--- src/rtl/dcpu16_fbus.sv ---
// ---------------------------------------------------------------------------
// dcpu16_fbus
// Instruction fetch and operand sequencer for the DCPU-16 core. It owns the
// program counter, fetches instruction words over a simple read-only
// Wishbone-style port, and then walks the operand bus through the sequence
// that loads regA and regB. At the end it pulses exe for one cycle. A
// conditional skip (IF* failure) is handled by a fetch-only pass that steps
// PC over the skipped word and any next-word operands it carries.
//
// Ports:
//   clk, rst        system clock, synchronous active-high reset
//   f_adr/f_stb     fetch address and strobe (f_ena mirrors f_stb)
//   f_wre           always 0, the port is read-only
//   f_dti/f_ack     fetch read data and acknowledge
//   regPC           live program counter, exported to the operand bus
//   ir              currently executing instruction word
//   ea/pha/ena      operand bus effective address, capture phase and enable
//   exe             one-cycle execute strobe
//   pc_wre/pc_dti   PC write from execute (honoured only in EX)
//   skp             skip request from execute (honoured only in EX)
// ---------------------------------------------------------------------------
module dcpu16_fbus #(
  parameter logic [15:0] RST_PC = 16'h0000
) (
  input  logic        clk,
  input  logic        rst,
  output logic [15:0] f_adr,
  output logic        f_stb,
  output logic        f_ena,
  output logic        f_wre,
  input  logic [15:0] f_dti,
  input  logic        f_ack,
  output logic [15:0] regPC,
  output logic [15:0] ir,
  output logic [5:0]  ea,
  output logic        pha,
  output logic        ena,
  output logic        exe,
  input  logic        pc_wre,
  input  logic [15:0] pc_dti,
  input  logic        skp
);

  typedef enum logic [2:0] {
    FE = 3'd0,
    LA = 3'd1,
    LB = 3'd2,
    LC = 3'd3,
    EX = 3'd4,
    SK = 3'd5
  } state_t;

  // Operand codes 0x10-0x17, 0x1e and 0x1f consume an extra program word.
  function automatic logic isNextWord(input logic [5:0] x);
    return (x[5:3] == 3'b010) || (x == 6'h1e) || (x == 6'h1f);
  endfunction

  state_t      r_state;
  logic [15:0] r_pc;
  logic [15:0] r_ir;
  logic [5:0]  r_ea;
  logic        r_pha;
  logic        r_ena;
  logic        r_exe;
  logic        r_stb;

  logic        w_fetchNonBasic;
  logic [5:0]  w_fetchFirstOp;
  logic        w_irNonBasic;
  logic        w_skipNwA;
  logic        w_skipNwB;
  logic [15:0] w_skipStep;

  // Non-basic words carry their only operand in the b field, so that field
  // is the first one issued to the operand bus.
  assign w_fetchNonBasic = (f_dti[3:0] == 4'h0);
  assign w_fetchFirstOp  = w_fetchNonBasic ? f_dti[15:10] : f_dti[9:4];
  assign w_irNonBasic    = (r_ir[3:0] == 4'h0);

  // A skipped word still occupies its own slot plus one slot per next-word
  // operand; the a field of a non-basic word is an opcode, not an operand.
  assign w_skipNwA  = !w_fetchNonBasic && isNextWord(f_dti[9:4]);
  assign w_skipNwB  = isNextWord(f_dti[15:10]);
  assign w_skipStep = 16'd1 + {15'd0, w_skipNwA} + {15'd0, w_skipNwB};

  // Single sequencer. Every output is a register that is loaded on the
  // transition into the state that presents it, so each state's outputs are
  // valid for its whole cycle.
  always_ff @(posedge clk) begin
    if (rst) begin
      r_state <= FE;
      r_pc    <= RST_PC;
      r_ir    <= 16'h0000;
      r_ea    <= 6'h00;
      r_pha   <= 1'b0;
      r_ena   <= 1'b0;
      r_exe   <= 1'b0;
      r_stb   <= 1'b0;
    end else begin
      unique case (r_state)
        FE: begin
          // The strobe is raised here after reset or a skip; an ack seen
          // while the strobe is still low belongs to no request.
          if (!r_stb) begin
            r_stb <= 1'b1;
          end else if (f_ack) begin
            r_stb   <= 1'b0;
            r_ir    <= f_dti;
            r_pc    <= r_pc + 16'd1;
            r_state <= LA;
            r_ena   <= 1'b1;
            r_pha   <= 1'b1;
            r_ea    <= w_fetchFirstOp;
          end
        end
        LA: begin
          if (isNextWord(r_ea)) begin
            r_pc <= r_pc + 16'd1;
          end
          r_ena <= 1'b1;
          if (w_irNonBasic) begin
            r_state <= LC;
            r_pha   <= 1'b0;
            r_ea    <= 6'h20;
          end else begin
            r_state <= LB;
            r_pha   <= 1'b0;
            r_ea    <= r_ir[15:10];
          end
        end
        LB: begin
          if (isNextWord(r_ea)) begin
            r_pc <= r_pc + 16'd1;
          end
          r_state <= LC;
          r_ena   <= 1'b1;
          r_pha   <= 1'b1;
          r_ea    <= 6'h20;
        end
        LC: begin
          r_state <= EX;
          r_ena   <= 1'b0;
          r_exe   <= 1'b1;
        end
        EX: begin
          // PC write wins over skip; both paths start fetching immediately.
          r_exe <= 1'b0;
          r_stb <= 1'b1;
          if (pc_wre) begin
            r_pc    <= pc_dti;
            r_state <= FE;
          end else if (skp) begin
            r_state <= SK;
          end else begin
            r_state <= FE;
          end
        end
        SK: begin
          if (f_ack) begin
            r_stb   <= 1'b0;
            r_pc    <= r_pc + w_skipStep;
            r_state <= FE;
          end
        end
        default: begin
          r_state <= FE;
          r_stb   <= 1'b0;
          r_ena   <= 1'b0;
          r_exe   <= 1'b0;
        end
      endcase
    end
  end

  assign f_adr = r_pc;
  assign f_stb = r_stb;
  assign f_ena = r_stb;
  assign f_wre = 1'b0;
  assign regPC = r_pc;
  assign ir    = r_ir;
  assign ea    = r_ea;
  assign pha   = r_pha;
  assign ena   = r_ena;
  assign exe   = r_exe;

endmodule
--- config.mk ---
export PLATFORM = sky130hd
export DESIGN_NAME = dcpu16_fbus
export DESIGN_NICKNAME = d
export VERILOG_FILES = /design/src/rtl/dcpu16_fbus.sv
export SDC_FILE = /design/constraint.sdc
export NUM_CORES = 1
export LEC_CHECK = 0
export CORE_UTILIZATION = 45
export CTS_CLUSTER_DIAMETER = 150
export DETAILED_ROUTE_END_ITERATION = 10
export HOLD_SLACK_MARGIN = 0.05
export PLACE_DENSITY = 0.8
export SYNTH_ARGS = -nofsm -noshare
export SYNTH_HDL_FRONTEND = slang
export SYNTH_SLANG_ARGS = --single-unit
--- constraint.sdc ---
create_clock -name clk -period 5.98 [get_ports clk]
set_input_delay 0.598 -clock clk [delete_from_list [all_inputs] [get_ports clk]]
set_output_delay 0.598 -clock clk [all_outputs]
set_load 0.03 [all_outputs]
==> run metrics <==
Tightest Hold Check Type flip-flop to flip-flop; Max Fclk 290 MHz; XOR/XNOR share of the synthesized area less than 1%; IO buf count 95; largest family of logic cells by synthesized area simple AND/OR/NAND/NOR gates; crit end category flip-flop; Final TNS setup 0 ns; main flop type after synthesis dfxtp_1; register area share after synthesis between 30 and 40%; Bufs and invs on worst path 2; Period minus WS final about 3.4 ns; Area after DPL around 3600 sq um; vias ~3000; WL met3 between 600 and 700 um; EDFF count, synth 0; cells after synthesis 372; top layer in use met4; critical path launch point type input port; nets roughly 480; unrepaired setup endpoints after global routing false; global route overflow 0; Starting Density a little under half; row cnt 28; I/O Pins 97; max-cap violations 0; CP required 6.15 ns; simple-gate share of the synthesized area between 20% and 30%; Peak VDD IR 0.187 mV; post-synthesis compound-gate area fraction approximately a quarter; # DRC 0; Worst Path Class, Setup input port to flip-flop; Detailed Route Iter0 Violations about 240; Synth warnings 0; Max Clock Skew 0.00792 ns; Area Overhead vs Synth 34.0%; htree depth 2; async set-reset flop share out of synthesis 0%; Leak 1.29 nW; Pwr Density 340 nW/um^2; die width 80.9 um; Final Slew Violations 0; Worst-Skew Late Latency 0.30 ns; GRT Util Overall 24.5%; DRT Wirelength 7770 um; crit path cell chain clkdlybuf4s50_1 > nor4_4 > a2111oi_0 > ha_1 > inv_1 > fa_1 > and3b_1 > a211oi_1 > a21oi_1 > o21ai_1 > a21oi_1; Seq cells post-synth between 40 and 50; Syn Nets 414; # hold bufs at CTS 0; Post-Synth Adder-Cell Area between 2 and 2.5%; routability-driven placement congestion ratio about 0.90; CTS tree built; clk sinks between 40 and 50; critical path's slowest cell a2111oi_0; maximum fanout along the worst path 7; Core Region ~6000 sq um; routed wl met2 3750 um; outcome finished, final reports clean; period utilization 57.6%; CTS resizes 0; R2R Setup Slk 3.17 ns; drt wl/cell between 15 and 20 um; Fillers between 500 and 600; pin count of the biggest net entering global routing 50; Tightest Pin Transition 1.05 ns; Setup WS post-layout about 2.5 ns; layout cell share with drive strength beyond 1 5.00%; syn avg cell area 7.54 sq um; post-synthesis cell area 2800 sq um; commonest non-fill, non-tap cell in the layout clkdlybuf4s50_1; DP Worst Slack 2.32 ns; highest-count cells in the layout ignoring fill and taps clkdlybuf4s50_1, nand2_1, a21oi_1; initial antenna violation count 0; drt pass-1 iters 5; final hold vios 0; Distinct cells, synth 57; Final Util 63.1%; Die Y between 80 and 90 um; met1 wire length between 3000 and 4000 um; Num CTS Buffers 5; Via density 5.80; CTS Root Cell clkbuf_8; Final HPWL DP 5510 um; first-pass GRT wire length 12700 um; ANT nets after route 0; area of the die around 6600 sq um; delay-heaviest family, CP compound AO/OA/AOI/OAI gates; Worst Path Arrival around 3.6 ns; vias in the first global route approximately 2800; mux share of post-synthesis cell area 2.50%; # diodes 0; clock-pin slew on the worst setup and hold paths 0.09 ns; clk buf depth 2; most frequent CP cell a21oi_1; worst stage delay on the critical path between 0.6 and 0.7 ns; post-layout instance area approximately 3800 sq um; relative slew slack approximately 30%; final setup fails 0; post-CTS setup buffers 0
[registers in the layout, summed over array words and instances (netlist names)]
signal / flops
ea: 6
ir: 16
exe: 1
f_adr: 16
pha: 1
f_ena: 1
r_state: 3
ena: 1
[kinds of logic after synthesis]
family,count (synthesis)
AND/OR/NAND/NOR,155
AO/OA/AOI/OAI,108
buffers and inverters,50
flip-flops,45
multiplexers,7
adder cells (fa/ha/maj),5
other,1
XOR/XNOR,1
[worst paths after layout]
kind              startpoint        end  depth (start not counted)
setup / recovery    f_dti[1]  f_adr[12]                         11
hold / removal         ir[4]      ir[4]                          2
setup reg to reg  r_state[0]  f_adr[13]                          5
hold reg to reg        ir[4]      ir[4]                          2
[metal layers]
metal,track usage (%),up-vias
met1,29.4,1381
met3,6.85,15
met2,41.4,156
met4,9.11,0
met5,0,-
li1,-,1435
[where the power goes]
part | total [W] | internal, W | switching, W | leakage [nW]
Sequential | 0.000432 | 0.000355 | 0.0000770 | 0.367
Combinational | 0.000610 | 0.000245 | 0.000365 | 0.865
Clock | 0.000234 | 0.000126 | 0.000109 | 0.0554
[cell type report]
class | instances | area, sq um | share of cell area, %
Multi-Input combinational cell | 277 | 1640 | 43.5
Clock buffer | 6 | 72.6 | 1.93
Timing Repair Buffer | 97 | 966 | 25.7
Inverter | 13 | 48.8 | 1.30
Sequential cell | 45 | 901 | 24.0
Clock inverter | 2 | 38.8 | 1.03
Tap cell | 75 | 93.8 | 2.50
[worst register-to-register path, cell delays in order, from the launching register on]
cell	delay, ns
dfxtp_1	0.93
a211oi_1	0.18
a211oi_2	0.75
o21a_2	0.45
o21ai_2	0.12
a221oi_2	0.30
[Yosys cell counts (5+ instances only)]
cell	n	area, sq um
a21oi_1	50	250
nor2_1	30	113
buf_4	20	150
dfxtp_1	45	901
mux2i_1	7	70.1
nand2b_1	13	81.3
nor3_1	9	45.0
nor2b_1	5	31.3
inv_1	12	45.0
clkbuf_1	12	45.0
a211oi_1	9	67.6
o21ai_0	9	45.0
nand3_1	8	40.0
o21ai_1	5	25.0
nand2_1	63	236
nand4_1	6	37.5
[per-stage QoR]
stage / instances / hold slack [ns] / power (W)
after floorplan: 372 / 0.580 / 0.000852
after global placement: 507 / 0.445 / 0.00104
after detailed placement: 507 / 0.449 / 0.00105
after CTS: 515 / 0.464 / 0.00128
after global routing: 515 / 0.488 / 0.00136
final: 515 / 0.463 / 0.00128
No activity file was read; power rests on OpenSTA's default activity.
